File: src/rtl/cd_ext_master.sv
// Initiator for the 16-bit CD extension bus: frames GET_CMD, GET_READY and SET
// transactions as strobed word sequences and captures the responder's replies.
module cd_ext_master #(
  parameter int GAP = 2
) (
  input  logic        clk_sys,
  input  logic        reset_n,
  input  logic        start,
  input  logic [1:0]  op,
  input  logic        data_type,
  input  logic [47:0] tx_data,
  output logic        busy,
  output logic        done,
  output logic        err,
  output logic [47:0] rx_data,
  output logic [7:0]  req_count,
  output logic        cmd_new,
  output logic        ready,
  output logic [15:0] bus_dout,
  output logic        bus_strobe,
  output logic        bus_enable,
  input  logic [15:0] bus_din,
  input  logic        bus_din_en
);

  // state    | meaning
  // S_IDLE   | waiting for start, busy low
  // S_SETUP  | frame opened, bus_enable high
  // S_STROBE | word k driven with bus_strobe
  // S_SAMPLE | responder reply for word k captured
  // S_GAP    | frame closed, idle cycles before busy drops
  typedef enum logic [2:0] {S_IDLE, S_SETUP, S_STROBE, S_SAMPLE, S_GAP} state_t;

  localparam int         GW     = (GAP > 1) ? $clog2(GAP) : 1;
  localparam logic [1:0] OP_CMD = 2'd0;
  localparam logic [1:0] OP_SET = 2'd2;

  state_t        state_q, state_d;
  logic [1:0]    op_q, op_d;
  logic          dtype_q, dtype_d;
  logic [47:0]   tx_q, tx_d;
  logic [2:0]    k_q, k_d;
  logic [GW-1:0] gap_q, gap_d;
  logic          claim_q, claim_d;
  logic [7:0]    tmp_q, tmp_d;
  logic          busy_q, busy_d;
  logic          done_q, done_d;
  logic          err_q, err_d;
  logic [47:0]   rx_q, rx_d;
  logic [7:0]    cnt_q, cnt_d;
  logic          cnew_q, cnew_d;
  logic          ready_q, ready_d;
  logic [15:0]   dout_q, dout_d;
  logic          strobe_q, strobe_d;
  logic          enable_q, enable_d;

  logic          is_cmd, is_set;
  logic [2:0]    last_k;

  function automatic logic [15:0] word_at(input logic [2:0] idx, input logic [1:0] o,
                                          input logic dt, input logic [47:0] tx);
    logic [15:0] w;
    w = 16'h0000;
    if (o == OP_SET) begin
      case (idx)
        3'd0:    w = 16'h0035;
        3'd1:    w = tx[15:0];
        3'd2:    w = tx[31:16];
        3'd3:    w = tx[47:32];
        default: w = 16'h0000;
      endcase
    end else if (idx == 3'd0) begin
      w = 16'h0034;
    end else if (idx == 3'd1 && o != OP_CMD) begin
      w = {13'd0, dt, 2'b01};
    end
    return w;
  endfunction

  always_comb begin
    is_cmd   = (op_q == OP_CMD);
    is_set   = (op_q == OP_SET);
    last_k   = is_cmd ? 3'd4 : (is_set ? 3'd3 : 3'd2);

    state_d  = state_q;
    op_d     = op_q;
    dtype_d  = dtype_q;
    tx_d     = tx_q;
    k_d      = k_q;
    gap_d    = gap_q;
    claim_d  = claim_q;
    tmp_d    = tmp_q;
    busy_d   = busy_q;
    done_d   = 1'b0;
    err_d    = err_q;
    rx_d     = rx_q;
    cnt_d    = cnt_q;
    cnew_d   = cnew_q;
    ready_d  = ready_q;
    dout_d   = 16'h0000;
    strobe_d = 1'b0;
    enable_d = enable_q;

    case (state_q)
      S_IDLE: begin
        if (start) begin
          state_d  = S_SETUP;
          op_d     = op;
          dtype_d  = data_type;
          tx_d     = tx_data;
          k_d      = 3'd0;
          busy_d   = 1'b1;
          enable_d = 1'b1;
          err_d    = 1'b0;
        end
      end
      S_SETUP: begin
        state_d  = S_STROBE;
        k_d      = 3'd0;
        strobe_d = 1'b1;
        dout_d   = word_at(3'd0, op_q, dtype_q, tx_q);
      end
      S_STROBE: begin
        state_d = S_SAMPLE;
      end
      S_SAMPLE: begin
        if (k_q == 3'd0) begin
          claim_d = bus_din_en;
          if (!is_set) tmp_d = bus_din[7:0];
        end
        // payload captures rely on the claim flag taken at k=0
        if (is_cmd && claim_q) begin
          case (k_q)
            3'd2:    rx_d[15:0]  = bus_din;
            3'd3:    rx_d[31:16] = bus_din;
            3'd4:    rx_d[47:32] = bus_din;
            default: ;
          endcase
        end
        if (!is_cmd && !is_set && claim_q && k_q == 3'd2) ready_d = bus_din[0];

        if (k_q == last_k) begin
          state_d  = S_GAP;
          enable_d = 1'b0;
          done_d   = 1'b1;
          err_d    = ~claim_q;
          gap_d    = GW'(GAP - 1);
          if (is_cmd && claim_q) begin
            cnt_d  = tmp_q;
            cnew_d = (tmp_q != cnt_q);
          end
        end else begin
          state_d  = S_STROBE;
          k_d      = k_q + 3'd1;
          strobe_d = 1'b1;
          dout_d   = word_at(k_q + 3'd1, op_q, dtype_q, tx_q);
        end
      end
      S_GAP: begin
        if (gap_q == '0) begin
          state_d = S_IDLE;
          busy_d  = 1'b0;
        end else begin
          gap_d = gap_q - 1'b1;
        end
      end
      default: begin
        state_d  = S_IDLE;
        busy_d   = 1'b0;
        enable_d = 1'b0;
      end
    endcase
  end

  always_ff @(posedge clk_sys or negedge reset_n) begin
    if (!reset_n) begin
      state_q  <= S_IDLE;
      op_q     <= 2'd0;
      dtype_q  <= 1'b0;
      tx_q     <= 48'd0;
      k_q      <= 3'd0;
      gap_q    <= '0;
      claim_q  <= 1'b0;
      tmp_q    <= 8'd0;
      busy_q   <= 1'b0;
      done_q   <= 1'b0;
      err_q    <= 1'b0;
      rx_q     <= 48'd0;
      cnt_q    <= 8'd0;
      cnew_q   <= 1'b0;
      ready_q  <= 1'b0;
      dout_q   <= 16'h0000;
      strobe_q <= 1'b0;
      enable_q <= 1'b0;
    end else begin
      state_q  <= state_d;
      op_q     <= op_d;
      dtype_q  <= dtype_d;
      tx_q     <= tx_d;
      k_q      <= k_d;
      gap_q    <= gap_d;
      claim_q  <= claim_d;
      tmp_q    <= tmp_d;
      busy_q   <= busy_d;
      done_q   <= done_d;
      err_q    <= err_d;
      rx_q     <= rx_d;
      cnt_q    <= cnt_d;
      cnew_q   <= cnew_d;
      ready_q  <= ready_d;
      dout_q   <= dout_d;
      strobe_q <= strobe_d;
      enable_q <= enable_d;
    end
  end

  assign busy       = busy_q;
  assign done       = done_q;
  assign err        = err_q;
  assign rx_data    = rx_q;
  assign req_count  = cnt_q;
  assign cmd_new    = cnew_q;
  assign ready      = ready_q;
  assign bus_dout   = dout_q;
  assign bus_strobe = strobe_q;
  assign bus_enable = enable_q;

endmodule

File: config.mk
export PLATFORM = sky130hd
export DESIGN_NAME = cd_ext_master
export DESIGN_NICKNAME = d
export VERILOG_FILES = /design/src/rtl/cd_ext_master.sv
export SDC_FILE = /design/constraint.sdc
export NUM_CORES = 1
export LEC_CHECK = 0
export CAP_MARGIN = 40
export CORE_MARGIN = 1.5
export CORE_UTILIZATION = 45
export CTS_CLUSTER_SIZE = 28
export DETAILED_ROUTE_END_ITERATION = 6
export DONT_BUFFER_PORTS = 1
export SLEW_MARGIN = 30
export SYNTH_ARGS = -nofsm -noshare
export SYNTH_HDL_FRONTEND = slang
export SYNTH_SLANG_ARGS = --single-unit
File: constraint.sdc
create_clock -name clk_sys -period 6.22 [get_ports clk_sys]
set_input_delay 0.933 -clock clk_sys [delete_from_list [all_inputs] [get_ports clk_sys]]
set_output_delay 0.933 -clock clk_sys [all_outputs]
set_load 0.03 [all_outputs]
# Word-level counts from Yosys, hierarchy flattened
# Cells that the tools add are included.
totals:
  out_inout_bits: 79
  in_bits: 71
  wordCells: 105
  regBits: 146
classes:
  n_mux: 31
  addsub: 2
  n_bitwise: 4
  n_eq_ne: 17
  reduce_logical: 31
op_table:
  columns: ["operator", "n"]
  rows:
  - ["one-hot mux 16 bit (4 select lines)", 1]
  - ["two-way mux 16 bit", 2]
  - ["one-hot mux 16 bit (2 select lines)", 1]
  - ["AND reduction 3 bit", 9]
  - ["two-way mux 3 bit", 7]
  - ["equality test 3 x 2 -> 1 bit (second input constant)", 6]
  - ["one-hot mux 3 bit (5 select lines)", 1]
  - ["two-way mux 1 bit", 12]
  - ["AND reduction 2 bit", 5]
  - ["logical NOT 3 bit", 3]
  - ["one-hot mux 3 bit (3 select lines)", 1]
  - ["inequality test 2 bit (second input constant)", 4]
  - ["inequality test 8 bit", 1]
  - ["equality test 3 x 1 -> 1 bit (second input constant)", 2]
  - ["equality test 3 bit (second input constant)", 2]
  - ["two-way mux 6 bit", 1]
  - ["one-hot mux 1 bit (2 select lines)", 3]
  - ["one-hot mux 1 bit (3 select lines)", 2]
  - ["nonzero test 2 bit", 3]
  - ["OR reduction 3 bit", 2]
  - ["logical AND 1 bit", 5]
  - ["NOT 1 bit", 4]
  - ["adder 3 x 1 -> 3 bit (second input constant)", 1]
  - ["equality test 3 bit", 1]
  - ["5 further kinds", 6]

# Depth between registers and ports, before layout
# Gate-level depths: netlist (run 1).
logic_depth:
  ltp_word: 8
  ltp_mapped: 8
  mapped_depth_nobuf: 6

# Worst setup path before layout (run 1)
# No wires, ideal clock.
synth_timing:
  kind: "in2reg"
  startpoint: "in start"
  endpoint: "reg dtype_q"
  slack_ns: 4.141
  stages: 5
  arrival_time_ns: 1.954
  n_path_buf: 2
  required_ns: 6.095
  path_cell_list: "nor2b_1 and2_1 buf_2 buf_2 mux2_2"
synth_via:
  elab_chain_cells: 1
synth_rtl:
  columns: ["element", "line_no", "source"]
  rows:
  - ["start: declaration", "8", "input logic start,"]
  - ["AND reduction 2 bit (no line)", null, null]
  - ["end signal: assignment", "198", "dtype_q <= dtype_d;"]
  - ["end: declaration", "40", "logic dtype_q, dtype_d;"]
# No other way between the ends.
# A chain may end at the register's enable or synchronous reset.

# Worst setup path in the final report (run 1)
layout_timing:
  startpoint: "reg k_q[1]"
  endpoint: "reg dout_q[12] (netlist: bus_dout[12])"
layout_via:
  elab_chain_cells: 6
layout_rtl:
  columns: ["element", "line_no", "source"]
  rows:
  - ["start: declaration", "42", "logic [2:0] k_q, k_d;"]
  - ["start signal: assignment", "200", "k_q <= k_d;"]
  - ["adder 3 x 1 -> 3 bit", "156", "dout_d = word_at(k_q + 3'd1, op_q, dtype_q, tx_q);"]
  - ["equality test 3 x 2 -> 1 bit (tied with other cells)", "65", "case (idx)"]
  - ["one-hot mux 16 bit (4 select lines)", "65", null]
  - ["two-way mux 16 bit", "64", "if (o == OP_SET) begin"]
  - ["two-way mux 16 bit (*)", "142", "if (k_q == last_k) begin"]
  - ["one-hot mux 16 bit (2 select lines) (*)", "104", "case (state_q)"]
  - ["net dout_d[12]", "53", "logic [15:0] dout_q, dout_d;"]
  - ["end signal: assignment", "211", "dout_q <= dout_d;"]
  - ["end: declaration", "53", null]
# Mark *: on every way through the listed nets, which the timed path passes. The rest lies on a longest branch.

==> results by group, run 1 <==
Outcome
  • Status: complete, no violations

CTS
  • CTS max path bufs: 2
  • Cts hold-fix bufs: 0
  • Clock Tree Root: clkbuf_16
  • CTS H-tree lvls: 4
  • Skew-Pair Late Insertion Delay: 0.42 ns
  • Post-cts resize count: 0
  • CTS Sinks: 146
  • Setup bufs post-CTS: 0
  • Clk slew on worst S/H paths: 0.06 ns
  • Num CTS Buffers: 17
  • CTS tree: built

GRT
  • Number of global-route vias before repair: 3,476
  • Initial antenna violation count: 1
  • Total congestion overflow: 0
  • Largest net degree at the start of global routing: 147
  • Global-route wire length before repair: 19.3 mm
  • GRT Total Usage: 18.2%

Detailed routing
  • Residual DRC: 0
  • First-pass iteration count of the detailed router: 5
  • Vias per cell: 5.71
  • DRT iter0 DRCs: 305
  • Post-Route WL: 12.0 mm
  • Remaining antenna violation count: 0
  • Vias: 3,308
  • Routed WL per cell: 20.7 um

Synth
  • Syn. warnings: 0
  • Post-synth EDFFs: 0
  • Distinct cells, synth: 45
  • Biggest area consumer among synthesized cells: dfrtp_1
  • Fraction of registers with async set/reset: 100%
  • Count leader, synth: dfrtp_1
  • Syn_area_per_cell: 15.1 um^2
  • Post-synthesis sequential area ratio: 61.9%
  • Yosys top cell area share: 61.9%
  • Top cells by count, synth: 146 x dfrtp_1, 118 x mux2_2, 16 x nor2_1, 15 x a222oi_1, 11 x buf_2
  • Main synth FF type: dfrtp_1
  • Area contributors post-synth: dfrtp_1 62%, mux2_2 23%, a222oi_1 2.5%
  • Synthesized flop and latch total: 146
  • Mapped Area: 5900 um^2
  • Mapped Cells: 392
  • Syn Nets: 469

Cells and area
  • Area delta synth->final: 12.4%
  • Final net count: 471
  • Final Non-Filler Cells: 579
  • Area of the multi-input gates: 2120 um^2
  • Final instance area: 6630 um^2
  • Diodes inserted: 0
  • FILL cells: 1,129
  • Layout cells sized above 1: 39.6%
  • Storage element area: 3650 um^2

Placed design
  • Placed wire-length estimate: 8.04 mm
  • Routability Congestion: 0.789
  • Placed instance area: 6030 um^2
  • Cells after DPL: 546
  • Buffers added on ports: 0

Worst setup path
  • CP max FO: 14
  • Type of destination of the critical path: flip-flop
  • R2r setup slk: 3.70 ns
  • Critical Path AT: 2.80 ns
  • Cell Chain, Critical Path: inv_1 -> ha_1 -> buf_8 -> or4_1 -> and3_1 -> nand4_1 -> nor2_1
  • Max incr delay on CP: 0.50 ns
  • Critical Path Start Type: flip-flop
  • Crit Path Category: flip-flop to flip-flop
  • CP required: 6.50 ns
  • CP max-delay cell: or4_1

Pwr
  • Leak: 2.95 nW
  • Worst vdd ir: 0.000230 V
  • Overall Power: 3.89 mW
  • Pwr/cell area: 586 nW/um^2

Floorplan
  • Placeable Area: 12,700 um^2
  • IO Count: 150
  • Initial Util: 46.4%
  • Die W: 118 um
  • Die area: 13,800 um^2
  • Die height: 118 um
  • Cell Rows: 41

Timing
  • Max-slew violation count: 0
  • Endpoints failing setup: 0
  • Fmax: 0.397 GHz
  • Setup TNS: 0 ns
  • Hold Slack: 0.206 ns
  • Worst-Margin Slew: 0.751 ns
  • Max-slew headroom: 49.9%
  • RSZ-0062 raised after global routing: false
  • Final period util: 40.5%
  • Worst clock skew: 0.00667 ns
  • Final hold vios: 0
  • Tmin final: 2.52 ns

Worst hold path
  • Worst Hold Class: input pin to async pin

Flow run
  • # Max-Cap Violations: 0
==> cell families after synthesis <==
family,synth area share (%)
flops,61.9
mux,22.7
simple gates,5.00
compound gates,5.68
buf+inv,2.27
xor+xnor,1.19
fa+ha+maj,1.27
==> worst max-delay path, delay by kind of cell, from the launching register on <==
family / cells / cell delay, ns
DFF: 1 / 0.46
buffers and inverters: 2 / 0.34
and+or+nand+nor: 4 / 1.23
adders and majority gates: 1 / 0.35
==> cells in the final DEF, fill, tap and decap left out, types with 4 or more instances in the layout <==
| master | instances |
|---|---|
| dfrtp_1 | 146 |
| mux2_2 | 118 |
| clkbuf_16 | 17 |
| nor2_1 | 16 |
| a222oi_1 | 15 |
| xor2_1 | 8 |
| ha_1 | 6 |
| inv_1 | 5 |
| nand2b_1 | 4 |
| nand2_1 | 4 |
| clkinv_2 | 4 |
==> per-layer routing <==
| metal | track usage (%) | wire (um) | up-vias |
|---|---|---|---|
| met4 | 6.94 | 189 | 2 |
| met2 | 28.4 | 5670 | 144 |
| met1 | 20.9 | 4690 | 1698 |
| met5 | 0 | 13 | - |
| met3 | 10.4 | 1440 | 18 |
| li1 | - | - | 1446 |
==> through the flow <==
stage	util (%)	worst slack, ns
floorplan	-	4.14
global placement	47.2	3.61
detailed placement	47.4	3.64
CTS	52.1	3.65
global route	52.1	3.50
finish	52.1	3.70
==> state kept, by name (all words and copies together), names as in the netlist, 2 cells and up <==
name and count:
rx_data 48, tx_q 48, bus_dout 16, req_count 8
tmp_q 8, k_q 3, state_q 3, op_q 2
==> area by class of cell <==
class / count / share of cell area [%]
flip-flops and latches: 146 / 55.1
inverters: 5 / 0.283
clock inverters: 12 / 1.96
clock buffers: 20 / 7.04
repair buffers: 3 / 0.509
multi-input cells: 221 / 31.9
well taps: 172 / 3.24
==> power by group <==
group	switching (mW)	total (mW)	internal, mW	leakage [nW]
logic	0.356	0.844	0.488	0.849
clock network	0.389	1.01	0.623	0.293
registers	0.682	2.03	1.35	1.81
total	1.43	3.89	2.46	2.95
==> path summary, 6_finish.rpt <==
path                       startpoint           end  depth (start not counted)
max                            k_q[1]  bus_dout[12]                          7
min                           reset_n  req_count[6]                          0
max reg2reg                    k_q[1]  bus_dout[12]                          7
min reg2reg                  tx_q[25]      tx_q[25]                          1
max in group asynchronous     reset_n   rx_data[46]                          0
min in group clk_sys         tx_q[25]      tx_q[25]                          1
Power figures use the tool's default switching activity.
==> inputs of run 2 (changes only) <==
==> constraint.sdc (replaced) <==
create_clock -name clk_sys -period 2.3 [get_ports clk_sys]
set_input_delay 0.345 -clock clk_sys [delete_from_list [all_inputs] [get_ports clk_sys]]
set_output_delay 0.345 -clock clk_sys [all_outputs]
set_load 0.03 [all_outputs]
==> run 2 against run 1 <==
  * The flow now finishes with violations (hold timing)
  * Utilization rose by 0.74 points
  * Final area rose by 1.4%
  * Via count rose by 0.15%
  * Worst hold slack got worse by 0.58 ns
  * Clock skew barely moved
  * Flip-flop and latch count did not move
==> results by group, run 2 (synthesized netlist as in run 1, its figures left out) <==
Floorplan
  • Placeable Area: 12,700 um^2 (unchanged)
  • Initial Util: 46.4% (unchanged)
  • Die height: 118 um (unchanged)
  • Die W: 118 um (unchanged)
  • Cell Rows: 41 (unchanged)
  • IO Count: 150 (unchanged)
  • Die area: 13,800 um^2 (unchanged)

Worst setup path
  • Critical Path Start Type: flip-flop (unchanged)
  • CP max-delay cell: or4_1 (unchanged)
  • Type of destination of the critical path: flip-flop (unchanged)
  • Cell Chain, Critical Path: inv_1 -> ha_1 -> or4_1 -> and3_1 -> nand4_1 -> buf_4 -> nor2_1 (was inv_1 -> ha_1 -> buf_8 -> or4_1 -> and3_1 -> nand4_1 -> nor2_1)
  • Bufs and invs on worst path: 2 (unchanged)
  • CP delay by family, top: simple AND/OR/NAND/NOR gates (unchanged)
  • CP max FO: 12 (was 14)
  • R2r setup slk: 0.26 ns (was 3.70 ns)
  • Max incr delay on CP: 0.50 ns (about the same)
  • CP required: 2.59 ns (was 6.50 ns)
  • Critical Path AT: 2.32 ns (was 2.80 ns)
  • Crit Path Category: flip-flop to flip-flop (unchanged)

Pwr
  • NetSw: 3.80 mW (was 1.43 mW)
  • Register share of total power: 51.4% (was 52.3%)
  • Pwr/cell area: 1590 nW/um^2 (was 586 nW/um^2)
  • Leak: 2.99 nW (was 2.95 nW)
  • P_int: 6.88 mW (was 2.46 mW)
  • Logic pwr share: 21.3% (was 21.7%)
  • Worst vdd ir: 0.000629 V (was 0.000230 V)
  • Clk network pwr share: 27.2% (was 26.0%)
  • Switching Share: 35.6% (was 36.7%)

CTS
  • Num CTS Buffers: 17 (unchanged)
  • CTS Sinks: 146 (unchanged)
  • Clock Tree Root: clkbuf_16 (unchanged)
  • Skew-Pair Late Insertion Delay: 0.42 ns (about the same)
  • CTS H-tree lvls: 4 (unchanged)
  • Post-cts resize count: 0 (unchanged)
  • CTS max path bufs: 2 (unchanged)
  • Setup bufs post-CTS: 0 (unchanged)
  • Clk slew on worst S/H paths: 0.06 ns (about the same)
  • CTS tree: built (unchanged)

Timing
  • Setup TNS: 0 ns (unchanged)
  • Final period util: 88.5% (was 40.5%)
  • Fmax: 0.491 GHz (was 0.397 GHz)
  • Worst clock skew: 0.00625 ns (was 0.00667 ns)
  • Tmin final: 2.04 ns (was 2.52 ns)
  • Worst-Margin Slew: 0.574 ns (was 0.751 ns)
  • Max-slew headroom: 61.7% (was 49.9%)
  • Final hold vios: 146 (was 0)
  • Max-slew violation count: 0 (unchanged)
  • RSZ-0062 raised after global routing: false (unchanged)
  • Hold Slack: -0.378 ns (was 0.206 ns)
  • Endpoints failing setup: 0 (unchanged)

Placed design
  • Buffers added on ports: 0 (unchanged)
  • Routability Congestion: 0.793 (was 0.789)
  • Placed wire-length estimate: 7.83 mm (was 8.04 mm)

Detailed routing
  • DR WL met2: 5.82 mm (was 5.67 mm)
  • DRT iter0 DRCs: 228 (was 305)
  • Post-Route WL: 12.0 mm (about the same)
  • Remaining antenna violation count: 0 (unchanged)
  • Vias per cell: 5.66 (was 5.71)
  • Residual DRC: 0 (unchanged)
  • Highest Signal Layer: met5 (unchanged)
  • Met1 wire length: 4.66 mm (was 4.69 mm)
  • Vias: 3,313 (was 3,308)
  • WL met3: 1.32 mm (was 1.44 mm)
  • Routed WL per cell: 20.5 um (was 20.7 um)
  • First-pass iteration count of the detailed router: 6 (was 5)

Flow run
  • # Max-Cap Violations: 0 (unchanged)

Worst hold path
  • Worst Hold Class: input pin to async pin (unchanged)

GRT
  • Initial antenna violation count: 1 (unchanged)
  • Number of global-route vias before repair: 3,525 (was 3,476)
  • Largest net degree at the start of global routing: 147 (unchanged)
  • Global-route wire length before repair: 19.2 mm (was 19.3 mm)
  • Total congestion overflow: 0 (unchanged)
  • GRT Total Usage: 18.2% (about the same)

Outcome
  • Status: finished with violations (was complete, no violations)
  • Failing checks: hold timing

Cells and area
  • Layout cells sized above 1: 39.5% (was 39.6%)
  • Commonest non-fill, non-tap cell in the layout: dfrtp_1 (unchanged)
  • Diodes inserted: 0 (unchanged)
  • Util after Layout: 52.9% (was 52.1%)
  • Final net count: 477 (was 471)
  • Most frequent cells in the layout: 146 x dfrtp_1, 118 x mux2_2, 17 x clkbuf_16, 16 x nor2_1, 15 x a222oi_1 (unchanged)
  • Area delta synth->final: 14.0% (was 12.4%)
## run 2: changes by cell type in the layout (fill, tap and decap cells not counted), sizes merged
cell      delta
buf          +6
bufinv       +2
clkbuf       +4
clkinv       -3
clkinvlp     -1
inv          -2
## run 2: power by group through the flow
| stage | combinational, mW | sequential (mW) | clock [mW] |
|---|---|---|---|
| floorplan | 1.94 | 5.25 | 0 |
| global placement | 2.23 | 5.51 | 0 |
| detailed placement | 2.30 | 5.55 | 0 |
| CTS | 2.31 | 5.50 | 3.00 |
| global route | 2.53 | 5.65 | 3.10 |
| finish | 2.28 | 5.49 | 2.91 |
## run 2: cell type report
| class | count | area (um^2) |
|---|---|---|
| Multi-Input combinational cell | 221 | 2120 |
| Inverter | 5 | 18.8 |
| Clock buffer | 24 | 482 |
| Fill cell | 1120 | 5990 |
| Tap cell | 172 | 215 |
| Clock inverter | 8 | 150 |
| Timing Repair Buffer | 9 | 92.6 |
| Sequential cell | 146 | 3650 |
## run 2: layer usage
layer,vias up,track usage (%)
li1,1464,-
met4,2,7.24
met1,1695,20.2
met3,13,9.79
met2,139,29.5
met5,-,0
## run 2: metrics by stage
step / hold WS (ns) / power [mW] / cell area, um^2 / worst slack, ns / std cells
global route: -0.407 / 11.3 / 6730 / 0.176 / 585
finish: -0.378 / 10.7 / 6730 / 0.264 / 585
CTS: -0.406 / 10.8 / 6730 / 0.275 / 585
floorplan: 0.0494 / 7.19 / 5900 / 0.296 / 392
detailed placement: 0.0524 / 7.84 / 6100 / 0.295 / 553
global placement: 0.0522 / 7.74 / 6100 / 0.358 / 553
## run 2: final timing paths
check	startpoint	end	cells past startpoint
max	k_q[1]	bus_dout[14]	7
min	reset_n	rx_data[3]	0
max reg2reg	k_q[1]	bus_dout[14]	7
min reg2reg	tx_q[8]	tx_q[8]	1
max in group asynchronous	reset_n	tx_q[41]	0
min in group clk_sys	tx_data[21]	tx_q[21]	1
## run 2: worst reg2reg max path: stages (launching register included)
cell,delay (ns)
dfrtp_1,0.47
inv_1,0.12
ha_1,0.21
or4_1,0.50
and3_1,0.22
nand4_1,0.10
buf_4,0.21
nor2_1,0.08
==> inputs of run 3 (changes only) <==
--- a/config.mk
+++ b/config.mk
@@ -11,6 +11,8 @@
 export CTS_CLUSTER_SIZE = 28
 export DETAILED_ROUTE_END_ITERATION = 6
 export DONT_BUFFER_PORTS = 1
+export GPL_ROUTABILITY_DRIVEN = 0
+export RECOVER_POWER = 50
 export SLEW_MARGIN = 30
 export SYNTH_ARGS = -nofsm -noshare
 export SYNTH_HDL_FRONTEND = slang
==> constraint.sdc (replaced) <==
create_clock -name clk_sys -period 2.2 [get_ports clk_sys]
set_input_delay 0.33 -clock clk_sys [delete_from_list [all_inputs] [get_ports clk_sys]]
set_output_delay 0.33 -clock clk_sys [all_outputs]
set_load 0.03 [all_outputs]
==> run 3 against run 2 <==
  * The run still ends with hold timing left
  * Sequential share of layout area up 0.57 points
  * Count of clock-buffer cells in the layout unchanged
  * Clock power down 4%
==> results by group, run 3 (synthesized netlist as in run 1, its figures left out) <==
GRT
  • Global-route wire length before repair: 19.7 mm (was 19.2 mm)
  • Largest net degree at the start of global routing: 147 (unchanged)
  • Number of global-route vias before repair: 3,625 (was 3,525)
  • Initial antenna violation count: 1 (unchanged)
  • GRT Total Usage: 18.6% (was 18.2%)
  • Total congestion overflow: 0 (unchanged)

Timing
  • Hold Slack: -0.391 ns (was -0.378 ns)
  • RSZ-0062 raised after global routing: false (unchanged)
  • Worst clock skew: 0.00781 ns (was 0.00625 ns)
  • Worst-Margin Slew: 0.639 ns (was 0.574 ns)
  • Endpoints failing setup: 0 (unchanged)
  • Fmax: 0.489 GHz (was 0.491 GHz)
  • Post-route worst setup slack: 0.157 ns (was 0.264 ns)
  • Final period util: 92.9% (was 88.5%)
  • Tmin final: 2.04 ns (about the same)
  • Setup TNS: 0 ns (unchanged)
  • Max-slew headroom: 57.3% (was 61.7%)
  • Max-slew violation count: 0 (unchanged)
  • Final hold vios: 146 (unchanged)

Worst setup path
  • Levels on crit path: 7 (unchanged)
  • Cell Chain, Critical Path: inv_1 -> ha_1 -> or4_1 -> and3_1 -> nand4_1 -> buf_4 -> nor2_1 (unchanged)
  • CP delay by family, top: simple AND/OR/NAND/NOR gates (unchanged)
  • CP required: 2.49 ns (was 2.59 ns)
  • Type of destination of the critical path: flip-flop (unchanged)
  • R2r setup slk: 0.16 ns (was 0.26 ns)
  • Crit. Startpoint: k_q[0] (was k_q[1])
  • RR Endpoint: bus_dout[13] (was bus_dout[14])
  • Critical Path Start Type: flip-flop (unchanged)
  • Crit Path Category: flip-flop to flip-flop (unchanged)
  • Bufs and invs on worst path: 2 (unchanged)
  • Worst r2r path cells: 7 (unchanged)
  • CP max FO: 12 (unchanged)
  • CP max-delay cell: or4_1 (unchanged)
  • Max incr delay on CP: 0.49 ns (was 0.50 ns)
  • Worst flop-to-flop path startpoint: k_q[0] (was k_q[1])
  • Critical Path AT: 2.34 ns (was 2.32 ns)
  • CP endpoint: bus_dout[13] (was bus_dout[14])

Cells and area
  • FILL cells: 1,113 (was 1,120)
  • Final net count: 476 (was 477)
  • Diodes inserted: 0 (unchanged)
  • Layout cells sized above 1: 39.1% (was 39.5%)
  • Most frequent cells in the layout: 146 x dfrtp_1, 118 x mux2_2, 17 x clkbuf_16, 16 x nor2_1, 15 x a222oi_1 (unchanged)
  • Area delta synth->final: 12.8% (was 14.0%)
  • Commonest non-fill, non-tap cell in the layout: dfrtp_1 (unchanged)

CTS
  • Num CTS Buffers: 17 (unchanged)
  • CTS tree: built (unchanged)
  • Clk slew on worst S/H paths: 0.06 ns (about the same)
  • CTS max path bufs: 2 (unchanged)
  • CTS H-tree lvls: 4 (unchanged)
  • Clock Tree Root: clkbuf_16 (unchanged)
  • Skew-Pair Late Insertion Delay: 0.42 ns (about the same)
  • CTS Sinks: 146 (unchanged)
  • Post-cts resize count: 0 (unchanged)

Placed design
  • Buffers added on ports: 0 (unchanged)
  • Dpl ws: 0.202 ns (was 0.295 ns)
  • Placed wire-length estimate: 8.10 mm (was 7.83 mm)

Detailed routing
  • Post-Route WL: 12.0 mm (about the same)
  • Vias per cell: 5.71 (was 5.66)
  • Residual DRC: 0 (unchanged)
  • Remaining antenna violation count: 0 (unchanged)
  • Routed WL per cell: 20.7 um (was 20.5 um)
  • Vias: 3,320 (was 3,313)
  • DRT iter0 DRCs: 216 (was 228)
  • First-pass iteration count of the detailed router: 4 (was 6)

Pwr
  • Worst vdd ir: 0.000606 V (was 0.000629 V)
  • Leak: 2.96 nW (was 2.99 nW)
  • Overall Power: 10.9 mW (was 10.7 mW)
  • Pwr/cell area: 1640 nW/um^2 (was 1590 nW/um^2)

Outcome
  • Failing checks: hold timing (unchanged)
  • Status: finished with violations (unchanged)

Worst hold path
  • Worst Hold Class: input pin to async pin (unchanged)

Floorplan
  • Initial Util: 46.4% (unchanged)
  • Die area: 13,800 um^2 (unchanged)
  • Die W: 118 um (unchanged)
  • Placeable Area: 12,700 um^2 (unchanged)
  • Die height: 118 um (unchanged)
  • Cell Rows: 41 (unchanged)
  • IO Count: 150 (unchanged)

Flow run
  • # Max-Cap Violations: 0 (unchanged)
==> run 3: worst min-delay path by stage <==
stage | startpoint | slack (ns) | end | cells after the start
floorplan | reset_n | 0.03 | bus_dout[0] | 0
global placement | reset_n | 0.04 | req_count[6] | 0
detailed placement | reset_n | 0.04 | req_count[6] | 0
CTS | reset_n | -0.42 | req_count[6] | 0
global route | reset_n | -0.42 | req_count[6] | 0
finish | reset_n | -0.39 | req_count[6] | 0
==> run 3: area by class of cell <==
class,instances,area (um^2),area share [%]
Sequential cell,146,3650,54.9
Timing Repair Buffer,8,85.1,1.28
Multi-Input combinational cell,221,2120,31.8
Clock buffer,24,492,7.39
Inverter,5,18.8,0.282
Clock inverter,5,77.6,1.17
Tap cell,172,215,3.23
==> run 3: timing repair <==
item	in CTS	in global routing
buffers inserted	0	0
setup endpoints to repair	0	0
endpoints found under the hold margin	146	146
==> run 3: metrics by stage <==
stage | area, um^2 | cells | utilization, %
CTS | 6660 | 581 | 52.3
floorplan | 5900 | 392 | -
detailed placement | 6090 | 552 | 47.9
finish | 6660 | 581 | 52.3
global route | 6660 | 581 | 52.3
global placement | 6090 | 552 | 47.9
==> run 3: power by group <==
group | switching, mW | internal (mW) | total [mW]
clock | 1.01 | 1.77 | 2.78
sequential | 1.95 | 3.82 | 5.77
combinational | 0.995 | 1.38 | 2.38
total | 3.95 | 6.97 | 10.9
==> run 3: per-layer routing <==
layer  vias up  wire [um]  global-route usage, %  part of all wire (%)
li1       1460          -                      -                     -
met1      1696       4690                   21.8                    39
met2       142       5740                   28.7                    48
met3        20       1310                   9.11                    11
met4         2        288                   8.77                   2.4
met5         -         13                      0                  0.11
